$ cat config.mk
export PLATFORM = sky130hd
export DESIGN_NAME = dvi_ddr_capture_flat
export DESIGN_NICKNAME = d
export VERILOG_FILES = /design/src/rtl/dvi_timing_pkg.sv /design/src/rtl/dvi_ddr_capture_if.sv /design/src/rtl/dvi_ddr_iddr.sv /design/src/rtl/dvi_ddr_capture.sv /design/src/flat_wrapper.sv
export SDC_FILE = /design/constraint.sdc
export NUM_CORES = 1
export LEC_CHECK = 0
export ABC_AREA = 1
export BUFFER_PORTS_ARGS = -buffer_cell sky130_fd_sc_hd__buf_2
export CORE_MARGIN = 2
export CORE_UTILIZATION = 50
export CTS_BUF_LIST = sky130_fd_sc_hd__clkbuf_8
export CTS_CLUSTER_DIAMETER = 120
export CTS_CLUSTER_SIZE = 14
export DETAILED_ROUTE_END_ITERATION = 7
export PLACE_DENSITY = 0.79
export SLEW_MARGIN = 20
export SYNTH_ARGS = -nofsm -noshare
export SYNTH_HDL_FRONTEND = slang
export SYNTH_SLANG_ARGS = --single-unit
$ cat constraint.sdc
create_clock -name clk25_2_270deg -period 2.1 [get_ports clk25_2_270deg]
set_clock_uncertainty 0.15 [all_clocks]
set_input_delay 0.21 -clock clk25_2_270deg [delete_from_list [all_inputs] [get_ports clk25_2_270deg]]
set_output_delay 0.21 -clock clk25_2_270deg [all_outputs]
set_load 0.1 [all_outputs]
$ cat src/rtl/dvi_timing_pkg.sv
// Shared 640x480@60 timing constants, capture FSM states and small helpers
// used by both the DVI transmit driver and the DDR capture path.
package dvi_timing_pkg;

   localparam int unsigned H_TOTAL      = 800;
   localparam int unsigned H_ACTIVE     = 640;
   localparam int unsigned H_SYNC_START = 656;
   localparam int unsigned H_SYNC_END   = 752;
   localparam int unsigned V_TOTAL      = 525;
   localparam int unsigned V_ACTIVE     = 480;
   localparam int unsigned V_SYNC_START = 490;
   localparam int unsigned V_SYNC_END   = 492;
   localparam int unsigned LOCK_FRAMES  = 2;

   typedef enum logic [1:0] {
      ST_SEARCH = 2'd0,
      ST_CHECK  = 2'd1,
      ST_LOCKED = 2'd2
   } dvi_state_e;

   // Rebuild RGB555 from the rising (r) and falling (f) halves of dvi_d[11:4]; f[7] is don't-care.
   function automatic logic [14:0] assemble_pix(input logic [7:0] r, input logic [7:0] f);
      return {r[4:0], f[1:0], r[7:5], f[6:2]};
   endfunction

   function automatic logic [15:0] sat_inc16(input logic [15:0] v);
      return (v == 16'hFFFF) ? v : (v + 16'd1);
   endfunction

endpackage

$ cat src/rtl/dvi_ddr_capture_if.sv
// DVI IDF input bus plus the reassembled pixel stream and lock status.
interface dvi_ddr_capture_if;

   logic [11:0] dvi_d;
   logic        dvi_de;
   logic        dvi_h;
   logic        dvi_v;
   logic [14:0] pix_data;
   logic        pix_valid;
   logic [9:0]  pix_x;
   logic [9:0]  pix_y;
   logic        frame_start;
   logic        locked;
   logic [15:0] err_count;

   modport master (
      output dvi_d, dvi_de, dvi_h, dvi_v,
      input  pix_data, pix_valid, pix_x, pix_y, frame_start, locked, err_count
   );

   modport slave (
      input  dvi_d, dvi_de, dvi_h, dvi_v,
      output pix_data, pix_valid, pix_x, pix_y, frame_start, locked, err_count
   );

endinterface

$ cat src/rtl/dvi_ddr_iddr.sv
// Two-edge sampler for the upper DVI data byte; both halves of a clock are
// re-timed onto the following rising edge so they leave the block aligned.
module dvi_ddr_iddr (
   input  logic       clk25_2_270deg,
   input  logic       reset_n,
   input  logic [7:0] d,
   output logic [7:0] r_byte,
   output logic [7:0] f_byte
);

   logic [7:0] r_q_r;
   logic [7:0] f_q_r;

   // Rising-edge half capture and re-timing of both halves
   always_ff @(posedge clk25_2_270deg or negedge reset_n) begin
      if (!reset_n) begin
         r_q_r  <= 8'h00;
         r_byte <= 8'h00;
         f_byte <= 8'h00;
      end else begin
         r_q_r  <= d;
         r_byte <= r_q_r;
         f_byte <= f_q_r;
      end
   end

   // Falling-edge half capture
   always_ff @(negedge clk25_2_270deg or negedge reset_n) begin
      if (!reset_n) begin
         f_q_r <= 8'h00;
      end else begin
         f_q_r <= d;
      end
   end

endmodule

$ cat src/rtl/dvi_ddr_capture.sv
// DVI DDR receive path: pixel reassembly, coordinate tracking and
// 640x480 timing lock supervision.
module dvi_ddr_capture
   import dvi_timing_pkg::*;
#(
   parameter int unsigned CFG_H_TOTAL     = H_TOTAL,
   parameter int unsigned CFG_H_ACTIVE    = H_ACTIVE,
   parameter int unsigned CFG_V_TOTAL     = V_TOTAL,
   parameter int unsigned CFG_V_ACTIVE    = V_ACTIVE,
   parameter int unsigned CFG_LOCK_FRAMES = LOCK_FRAMES
) (
   input  logic             clk25_2_270deg,
   input  logic             reset_n,
   dvi_ddr_capture_if.slave bus
);

   logic [7:0]  r_byte_s;
   logic [7:0]  f_byte_s;
   logic        de_q_r, hs_q_r, vs_q_r;
   logic        de_a_r, hs_a_r, vs_a_r;
   logic        de_p_r, hs_p_r, vs_p_r;
   logic        de_rise_s, de_fall_s, hs_fall_s, vs_fall_s;
   logic        per_bad_s, wid_bad_s, frame_bad_s;
   logic        first_pend_r;
   logic        line_bad_r;
   logic [15:0] period_r;
   logic [15:0] width_r;
   logic [15:0] hs_cnt_r;
   logic [15:0] de_lines_r;
   logic [15:0] good_cnt_r;
   dvi_state_e  state_r;

   dvi_ddr_iddr u_iddr (
      .clk25_2_270deg (clk25_2_270deg),
      .reset_n        (reset_n),
      .d              (bus.dvi_d[11:4]),
      .r_byte         (r_byte_s),
      .f_byte         (f_byte_s)
   );

   // Control sampling: *_a_r line up with the re-timed data bytes
   always_ff @(posedge clk25_2_270deg or negedge reset_n) begin
      if (!reset_n) begin
         {de_q_r, hs_q_r, vs_q_r} <= 3'b000;
         {de_a_r, hs_a_r, vs_a_r} <= 3'b000;
         {de_p_r, hs_p_r, vs_p_r} <= 3'b000;
      end else begin
         {de_q_r, hs_q_r, vs_q_r} <= {bus.dvi_de, bus.dvi_h, bus.dvi_v};
         {de_a_r, hs_a_r, vs_a_r} <= {de_q_r, hs_q_r, vs_q_r};
         {de_p_r, hs_p_r, vs_p_r} <= {de_a_r, hs_a_r, vs_a_r};
      end
   end

   // Edge events and line/frame judgement on the aligned stage
   always_comb begin
      de_rise_s   = de_a_r & ~de_p_r;
      de_fall_s   = ~de_a_r & de_p_r;
      hs_fall_s   = ~hs_a_r & hs_p_r;
      vs_fall_s   = ~vs_a_r & vs_p_r;
      // the first line of a frame has no predecessor to measure against
      per_bad_s   = de_rise_s & ~vs_fall_s & (de_lines_r != 16'd0) &
                    (period_r != 16'(CFG_H_TOTAL));
      wid_bad_s   = de_fall_s & (width_r != 16'(CFG_H_ACTIVE));
      frame_bad_s = line_bad_r | wid_bad_s |
                    (hs_cnt_r != 16'(CFG_V_TOTAL)) | (de_lines_r != 16'(CFG_V_ACTIVE));
   end

   // Pixel output stage and coordinate counters
   always_ff @(posedge clk25_2_270deg or negedge reset_n) begin
      if (!reset_n) begin
         bus.pix_data    <= 15'd0;
         bus.pix_valid   <= 1'b0;
         bus.pix_x       <= 10'd0;
         bus.pix_y       <= 10'd0;
         bus.frame_start <= 1'b0;
         first_pend_r    <= 1'b0;
      end else begin
         bus.pix_data    <= assemble_pix(r_byte_s, f_byte_s);
         bus.pix_valid   <= de_a_r;
         bus.frame_start <= de_rise_s & (vs_fall_s | first_pend_r);
         if (de_rise_s) begin
            bus.pix_x <= 10'd0;
         end else if (de_a_r && (bus.pix_x != 10'h3FF)) begin
            bus.pix_x <= bus.pix_x + 10'd1;
         end
         // a VSYNC in the same cycle as the DE rise already makes this row 0
         if (de_rise_s) begin
            first_pend_r <= 1'b0;
            if (vs_fall_s || first_pend_r) begin
               bus.pix_y <= 10'd0;
            end else if (bus.pix_y != 10'h3FF) begin
               bus.pix_y <= bus.pix_y + 10'd1;
            end
         end else if (vs_fall_s) begin
            first_pend_r <= 1'b1;
         end
      end
   end

   // Line period/width and per-frame HSYNC/DE-line measurement
   always_ff @(posedge clk25_2_270deg or negedge reset_n) begin
      if (!reset_n) begin
         period_r   <= 16'd0;
         width_r    <= 16'd0;
         hs_cnt_r   <= 16'd0;
         de_lines_r <= 16'd0;
         line_bad_r <= 1'b0;
      end else begin
         period_r <= de_rise_s ? 16'd1 : sat_inc16(period_r);
         if (de_rise_s) begin
            width_r <= 16'd1;
         end else if (de_a_r) begin
            width_r <= sat_inc16(width_r);
         end
         if (vs_fall_s) begin
            hs_cnt_r   <= {15'd0, hs_fall_s};
            de_lines_r <= {15'd0, de_rise_s};
            line_bad_r <= 1'b0;
         end else begin
            hs_cnt_r   <= hs_fall_s ? sat_inc16(hs_cnt_r) : hs_cnt_r;
            de_lines_r <= de_rise_s ? sat_inc16(de_lines_r) : de_lines_r;
            line_bad_r <= line_bad_r | per_bad_s | wid_bad_s;
         end
      end
   end

   // Lock supervision FSM; every VSYNC assertion closes one frame
   always_ff @(posedge clk25_2_270deg or negedge reset_n) begin
      if (!reset_n) begin
         state_r       <= ST_SEARCH;
         good_cnt_r    <= 16'd0;
         bus.locked    <= 1'b0;
         bus.err_count <= 16'd0;
      end else begin
         case (state_r)
            ST_SEARCH: begin
               if (vs_fall_s) begin
                  state_r    <= ST_CHECK;
                  good_cnt_r <= 16'd0;
               end
            end
            ST_CHECK: begin
               if (vs_fall_s) begin
                  if (frame_bad_s) begin
                     good_cnt_r    <= 16'd0;
                     bus.err_count <= sat_inc16(bus.err_count);
                  end else if ((good_cnt_r + 16'd1) >= 16'(CFG_LOCK_FRAMES)) begin
                     good_cnt_r <= 16'd0;
                     state_r    <= ST_LOCKED;
                     bus.locked <= 1'b1;
                  end else begin
                     good_cnt_r <= good_cnt_r + 16'd1;
                  end
               end
            end
            ST_LOCKED: begin
               if (vs_fall_s && frame_bad_s) begin
                  bus.err_count <= sat_inc16(bus.err_count);
                  bus.locked    <= 1'b0;
                  state_r       <= ST_SEARCH;
               end
            end
            default: begin
               state_r    <= ST_SEARCH;
               good_cnt_r <= 16'd0;
               bus.locked <= 1'b0;
            end
         endcase
      end
   end

endmodule

$ cat src/flat_wrapper.sv
// flat-port wrapper written by rule: the top's interface ports become plain ports
module dvi_ddr_capture_flat import dvi_timing_pkg::*;
#(
   parameter int unsigned CFG_H_TOTAL     = H_TOTAL,
   parameter int unsigned CFG_H_ACTIVE    = H_ACTIVE,
   parameter int unsigned CFG_V_TOTAL     = V_TOTAL,
   parameter int unsigned CFG_V_ACTIVE    = V_ACTIVE,
   parameter int unsigned CFG_LOCK_FRAMES = LOCK_FRAMES
)
  (clk25_2_270deg, reset_n, bus_dvi_d, bus_dvi_de, bus_dvi_h, bus_dvi_v, bus_pix_data, bus_pix_valid, bus_pix_x, bus_pix_y, bus_frame_start, bus_locked, bus_err_count);
  dvi_ddr_capture_if bus_i ();
  input  logic clk25_2_270deg;
  input  logic reset_n;
  input wire logic [$bits(bus_i.dvi_d)-1:0] bus_dvi_d;
  input wire logic [$bits(bus_i.dvi_de)-1:0] bus_dvi_de;
  input wire logic [$bits(bus_i.dvi_h)-1:0] bus_dvi_h;
  input wire logic [$bits(bus_i.dvi_v)-1:0] bus_dvi_v;
  output wire logic [$bits(bus_i.pix_data)-1:0] bus_pix_data;
  output wire logic [$bits(bus_i.pix_valid)-1:0] bus_pix_valid;
  output wire logic [$bits(bus_i.pix_x)-1:0] bus_pix_x;
  output wire logic [$bits(bus_i.pix_y)-1:0] bus_pix_y;
  output wire logic [$bits(bus_i.frame_start)-1:0] bus_frame_start;
  output wire logic [$bits(bus_i.locked)-1:0] bus_locked;
  output wire logic [$bits(bus_i.err_count)-1:0] bus_err_count;
  assign bus_i.dvi_d = bus_dvi_d;
  assign bus_i.dvi_de = bus_dvi_de;
  assign bus_i.dvi_h = bus_dvi_h;
  assign bus_i.dvi_v = bus_dvi_v;
  assign bus_pix_data = bus_i.pix_data;
  assign bus_pix_valid = bus_i.pix_valid;
  assign bus_pix_x = bus_i.pix_x;
  assign bus_pix_y = bus_i.pix_y;
  assign bus_frame_start = bus_i.frame_start;
  assign bus_locked = bus_i.locked;
  assign bus_err_count = bus_i.err_count;
  dvi_ddr_capture #(.CFG_H_TOTAL(CFG_H_TOTAL), .CFG_H_ACTIVE(CFG_H_ACTIVE), .CFG_V_TOTAL(CFG_V_TOTAL), .CFG_V_ACTIVE(CFG_V_ACTIVE), .CFG_LOCK_FRAMES(CFG_LOCK_FRAMES)) u_core (.clk25_2_270deg(clk25_2_270deg), .reset_n(reset_n), .bus(bus_i));
endmodule
==> results.ini, run 1 <==
[run_status]
status=finished clean

[power]
power.internal_uw=5060
p_sw_share_pct=37.2
p_clk_share_pct=30.9
switchingPower_uw=3000
design_power_total_uw=8070
powerDensity_nw_per_um2=793
ir_worst_vdd_mv=0.553
p_leak_uw=0.00458
comb_power_share_pct=22.0
seq_power_share_pct=47.0

[sta]
slew_headroom_pct=53.1
setup_viol=0
grt_setup_unrepaired=yes
fin_crit_sh_pct=99.9
setup-tns-final_ns=0
drv_slew=0
hold_violations=0
finalCriticalPeriod_ns=2.10
worst_pin_slew_ns=0.704
fmax_ghz=0.477

[routing]
routed_wirelength_microns=17600
dr.pass1.iters=5
viasPerCell=5.18
dr_total_vias=6994
wl_per_cell_microns=13.0
drc=0
final_antenna_net_count=0
drt-initial-drc-count=578

[clocking]
htree_levels=4
cts_tree=built
cts_root_buf=clkbuf_8
clkLatencyLatePin_ns=0.48
cts.clk_slew.worst_paths_ns=0.11
cts_buffer_depth=2
cts.sinks=176
cts_buffers=17

[placement]
portBuffers=66
place_area_sq_um=9220
post-dp-hpwl_microns=11800
gp_congestion=0.859
dpl.cell_count=1294

[final_layout]
multiInputGateArea_sq_um=3640
final_common_cell=nand2_1
fin_nets=1148
drive_gt1_share_pct=22.8
fillCellCount=1296
final_cell_area_sq_um=10200
area_delta_synth_final_pct=22.6
final_cells=1351
register_area_sq_um=4450
n_antenna_cell=0
final_cell_mix=nand2_1, dfrtp_1, inv_1

[floorplan]
rows=47
initial_core_util_pct=50.5
coreArea_sq_um=16400
die_height_microns=133
io-pin-count=71
die_x_microns=133
dieArea_sq_um=17600

[critical_path]
startpoint_type=flop
critPathTopFamily=simple AND/OR/NAND/NOR gates
max_stage_delay_ns=0.43
critPathArrivalTime_ns=2.32
cp_common_cell=nand3_2
path_cells=inv_2 > ha_4 > nand3_4 > nor3_4 > nand3_2 > nor2_4 > nand4_1 > nand3_2 > inv_4 > buf_8 > nand3_2 > nand2_1
endpoint_kind=flop
path_class=reg -> reg
worstPathRequired_ns=2.32
cp_slowest_cell=dfrtp_1
cp_max_fo=8
critical_path_buf_inv_count=3

[yosys]
yosysTopAreaCell=dfrtp_1
avgSynthCellArea_sq_um=8.39
synth_cell_types=40
ys_seq_elements=176
synth_nets=1018
ys_warn_count=0
synth_cells=988
synth_seq_area_share_pct=53.1
synthDominantCellAreaShare_pct=51.0
synth_area_leaders=dfrtp_1, nand2_1, inv_1, nand3_1, nor2_1
synthesis.area_sq_um=8290

[global_route]
antenna_found_initial=0
overflow=0
grt_pass1_wl_microns=28900
grt_pass1_vias=6494
track_usage_pct=19.9
grt_max_degree=134

[min_path]
hold_class=in -> async

[run]
maxCapViolCount=0

==> logic make-up after synthesis <==
kind of cell             after synthesis  share of synthesized area [%]
flip-flops                           176                           53.1
buffers and inverters                142                           6.74
AND/OR/NAND/NOR                      502                           26.7
XOR/XNOR                              32                           3.38
AO/OA/AOI/OAI                        123                           8.15
adder cells (fa/ha/maj)               13                           1.96
==> stage by stage <==
stage                     utilization, %  setup WS, ns  hold WS, ns
after floorplan                        -        -0.245       -0.236
after global placement              56.2        0.0812      -0.0598
after detailed placement            56.2        0.0130      -0.0558
after CTS                           59.7       0.00217       0.0541
after global routing                62.0        -0.110       0.0735
final                               62.0       0.00177       0.0842
==> worst paths after layout <==
kind	from	endpoint	slack, ns	depth (start not counted)
max in group asynchronous	reset_n	u_core.u_iddr.f_q_r[2]	0.46	2
min in group clk25_2_270deg	u_core.u_iddr.r_byte[1]	u_core.bus.pix_data[11]	0.20	0
min reg2reg	u_core.u_iddr.r_byte[1]	u_core.bus.pix_data[11]	0.20	0
max	u_core.de_lines_r[0]	u_core.bus.err_count[12]	0.002	12
max reg2reg	u_core.de_lines_r[0]	u_core.bus.err_count[12]	0.002	12
min	reset_n	u_core.u_iddr.f_byte[6]	0.08	2
==> power groups by stage <==
stage | logic (uW) | registers [uW] | clock network, uW
6_report | 1780 | 3800 | 2490
5_1_grt | 1920 | 3830 | 2700
4_1_cts | 1620 | 3790 | 2560
3_5_place_dp | 1590 | 3860 | 0
3_3_place_gp | 1570 | 3850 | 0
2_1_floorplan | 605 | 4430 | 0
==> layout make-up <==
type,instances,area share (%)
Tap cell,220,2.71
Inverter,126,4.74
Timing Repair Buffer,127,8.62
Clock inverter,15,2.08
Clock buffer,17,2.30
Multi-Input combinational cell,670,35.8
Sequential cell,176,43.8
==> cell usage after synthesis <==
master    instances
xor2_1           26
buf_8             1
xnor2_1           6
a31oi_1           3
o21ai_0          52
nand2_4           2
dfrtn_1           7
o21ai_1           4
o21ba_1           1
ha_1             13
o21bai_1          1
dfrtp_1         169
a21oi_2           1
clkbuf_1          5
o31ai_1           5
a221oi_1          1
nor3_1           32
inv_2             4
nand3_2           1
buf_6             1
a211oi_1          4
a21oi_1          43
a41oi_1           1
nor2_2            6
o21a_1            4
nand2_2           4
nor2_1          119
nor3b_1           4
nand3b_1          2
buf_2             6
nand3_1          91
or2_1             2
o211ai_1          1
nand4_1          23
buf_1             3
nor4_1            9
inv_1           122
nand2_1         204
nor3_2            3
o22ai_1           2
==> state kept, by name (all words and copies together), names as in the netlist, 2 cells and up <==
signal / count
u_core.u_iddr.r_q_r: 8
u_core.state_r: 2
u_core.bus.pix_data: 15
u_core.bus.pix_y: 10
u_core.u_iddr.f_q_r: 7
u_core.bus.pix_x: 10
u_core.bus.err_count: 16
u_core.u_iddr.f_byte: 7
u_core.hs_cnt_r: 16
u_core.u_iddr.r_byte: 8
u_core.period_r: 16
u_core.good_cnt_r: 16
u_core.de_lines_r: 16
u_core.width_r: 16
==> timing repair <==
item,CTS,global route
gates resized for setup,1,72
buffers inserted,1,12
pin swaps,0,27
hold buffers,12,0
hold endpoints to repair,180,0
endpoints found under the setup margin,1,49
==> routing by layer <==
layer	GRT usage [%]	up-vias	part of all wire (%)
met5	0	-	0
met4	6.69	0	1.3
met3	4.64	17	3.8
met2	32.9	112	50
met1	26.1	3385	45
li1	-	3480	-
(Power assumes the default switching activity.)
==> run 2: changes to the inputs <==
Settings changed: CELL_PAD_IN_SITES_DETAIL_PLACEMENT set to 2, CELL_PAD_IN_SITES_GLOBAL_PLACEMENT set to 2, CORE_UTILIZATION 50 to 38, PLACE_DENSITY 0.79 to 0.93.
==> run 2 against run 1 <==
Net effect:
- the run now ends with setup timing left
- largest power group unchanged
- sequential cell count stayed put
- combinational power is 57% higher
- sequential share of layout area is 6.8 points lower
- global-route usage is 16 points higher
- clock power is 16% higher
- via count is 32% higher
- highest routed layer is now met5
- routed wire length grew to 2.9 times the previous value
- sequential power is 3% higher
- critical endpoint is now u_core.good_cnt_r[0]
==> results.ini, run 2 (synthesis gave the netlist of run 1 again) <==
[final_layout]
fin_nets=1246
n_antenna_cell=0
final_common_cell=nand2_1
fillCellCount=2175
final_cells=1509
drive_gt1_share_pct=42.9
fin_util_pct=55.9
final_cell_area_sq_um=12100
final_cell_mix=nand2_1, dfrtp_1, buf_4
area_delta_synth_final_pct=45.7

[power]
ir_worst_vdd_mv=0.667
p_leak_uw=0.00534
powerDensity_nw_per_um2=794

[clocking]
cts_buffers=17
cts_tree=built
clkLatencyLatePin_ns=0.56
cts_root_buf=clkbuf_8
htree_levels=4
cts.sinks=176
cts_buffer_depth=2
cts.clk_slew.worst_paths_ns=0.14

[placement]
dp_worst_setup_slack_ns=-0.243
dpl.cell_count=1370
gp_congestion=0.809
post-dp-hpwl_microns=20300
place_area_sq_um=9410
portBuffers=66

[critical_path]
path_class=reg -> reg
reg2reg_from=u_core.good_cnt_r[0]
startpoint_type=flop
critPathTopFamily=simple AND/OR/NAND/NOR gates
cp_max_fo=3
endpoint_kind=flop
startpoint=u_core.good_cnt_r[0]
cp_slowest_cell=dfrtp_2
critPathArrivalTime_ns=2.78
path_cells=ha_4 > nand2_2 > nor2_2 > nand4_1 > nand2_1 > nand3_1 > nor2_2 > nand3_2 > buf_6 > inv_2 > nand2_2 > a21oi_2
critical_path_buf_inv_count=2
max_stage_delay_ns=0.48
worstPathRequired_ns=2.41

[sta]
worst_pin_slew_ns=0.722
hold_violations=0
setup-tns-final_ns=-14.86
slew_headroom_pct=51.7
fin_crit_sh_pct=118
worst_slack_ns=-0.370
setup_viol=92
finalCriticalPeriod_ns=2.47
drv_slew=0
grt_setup_unrepaired=yes
fmax_ghz=0.405

[routing]
dr_total_vias=9227
drt-initial-drc-count=739
drc=0
viasPerCell=6.11
routed_wirelength_microns=50500
dr.pass1.iters=5
final_antenna_net_count=0
wl_per_cell_microns=33.4

[run_status]
violations=setup timing
status=finished with violations

[global_route]
grt_pass1_wl_microns=60800
grt_max_degree=118
overflow=0
track_usage_pct=35.8
antenna_found_initial=1
grt_pass1_vias=9661

[floorplan]
die_height_microns=152
dieArea_sq_um=23000
io-pin-count=71
initial_core_util_pct=38.4
rows=54
die_x_microns=152
coreArea_sq_um=21600

[min_path]
hold_class=in -> async

[run]
maxCapViolCount=0

## run 2: power breakdown
part           switching (uW)  internal (uW)
logic                    1960            830
clock network            1900            979
registers                 302           3620
total                    4170           5430
## run 2: stage by stage
| stage | hold WS (ns) | power (uW) |
|---|---|---|
| global route | 0.131 | 9770 |
| floorplan | -0.236 | 5030 |
| detailed placement | -0.00742 | 5640 |
| CTS | 0.0858 | 8740 |
| finish | 0.104 | 9600 |
| global placement | -0.0171 | 5470 |
## run 2: final timing paths
| kind | to | slack [ns] | cells after the start |
|---|---|---|---|
| setup / recovery | u_core.good_cnt_r[0] | -0.37 | 12 |
| setup reg to reg | u_core.good_cnt_r[0] | -0.37 | 12 |
| hold reg to reg | u_core.vs_a_r | 0.19 | 0 |
| min in group clk25_2_270deg | u_core.hs_q_r | 0.18 | 2 |
| hold / removal | u_core.u_iddr.r_byte[3] | 0.10 | 2 |
| max in group asynchronous | u_core.u_iddr.f_q_r[5] | 0.40 | 2 |
## run 2: what timing repair did
action / CTS / global route
buffers inserted: 26 / 66
cloned: 3 / 1
pin swaps: 29 / 79
hold buffers: 12 / 0
hold endpoints to repair: 161 / 0
setup endpoints to repair: 61 / 106
resized for setup: 101 / 265
## run 2: final cells by class
class	count	area, sq um	area share, %
timing repair inverter	1	6.26	0.0518
sequential	176	4470	37.0
multi-input combinational	672	4610	38.1
inverter	126	502	4.15
clock inverter	15	216	1.79
clock buffer	17	234	1.94
tap	280	350	2.90
timing repair buffer	222	1700	14.1
## run 2: layer usage
metal	routed length (microns)	vias to the layer above	track usage (%)	share of wire, %
met5	7	-	0	0.014
li1	-	3673	-	-
met4	3210	2	17.3	6.4
met2	24700	531	62.6	49
met3	3160	221	5.57	6.3
met1	19400	4800	43.0	38
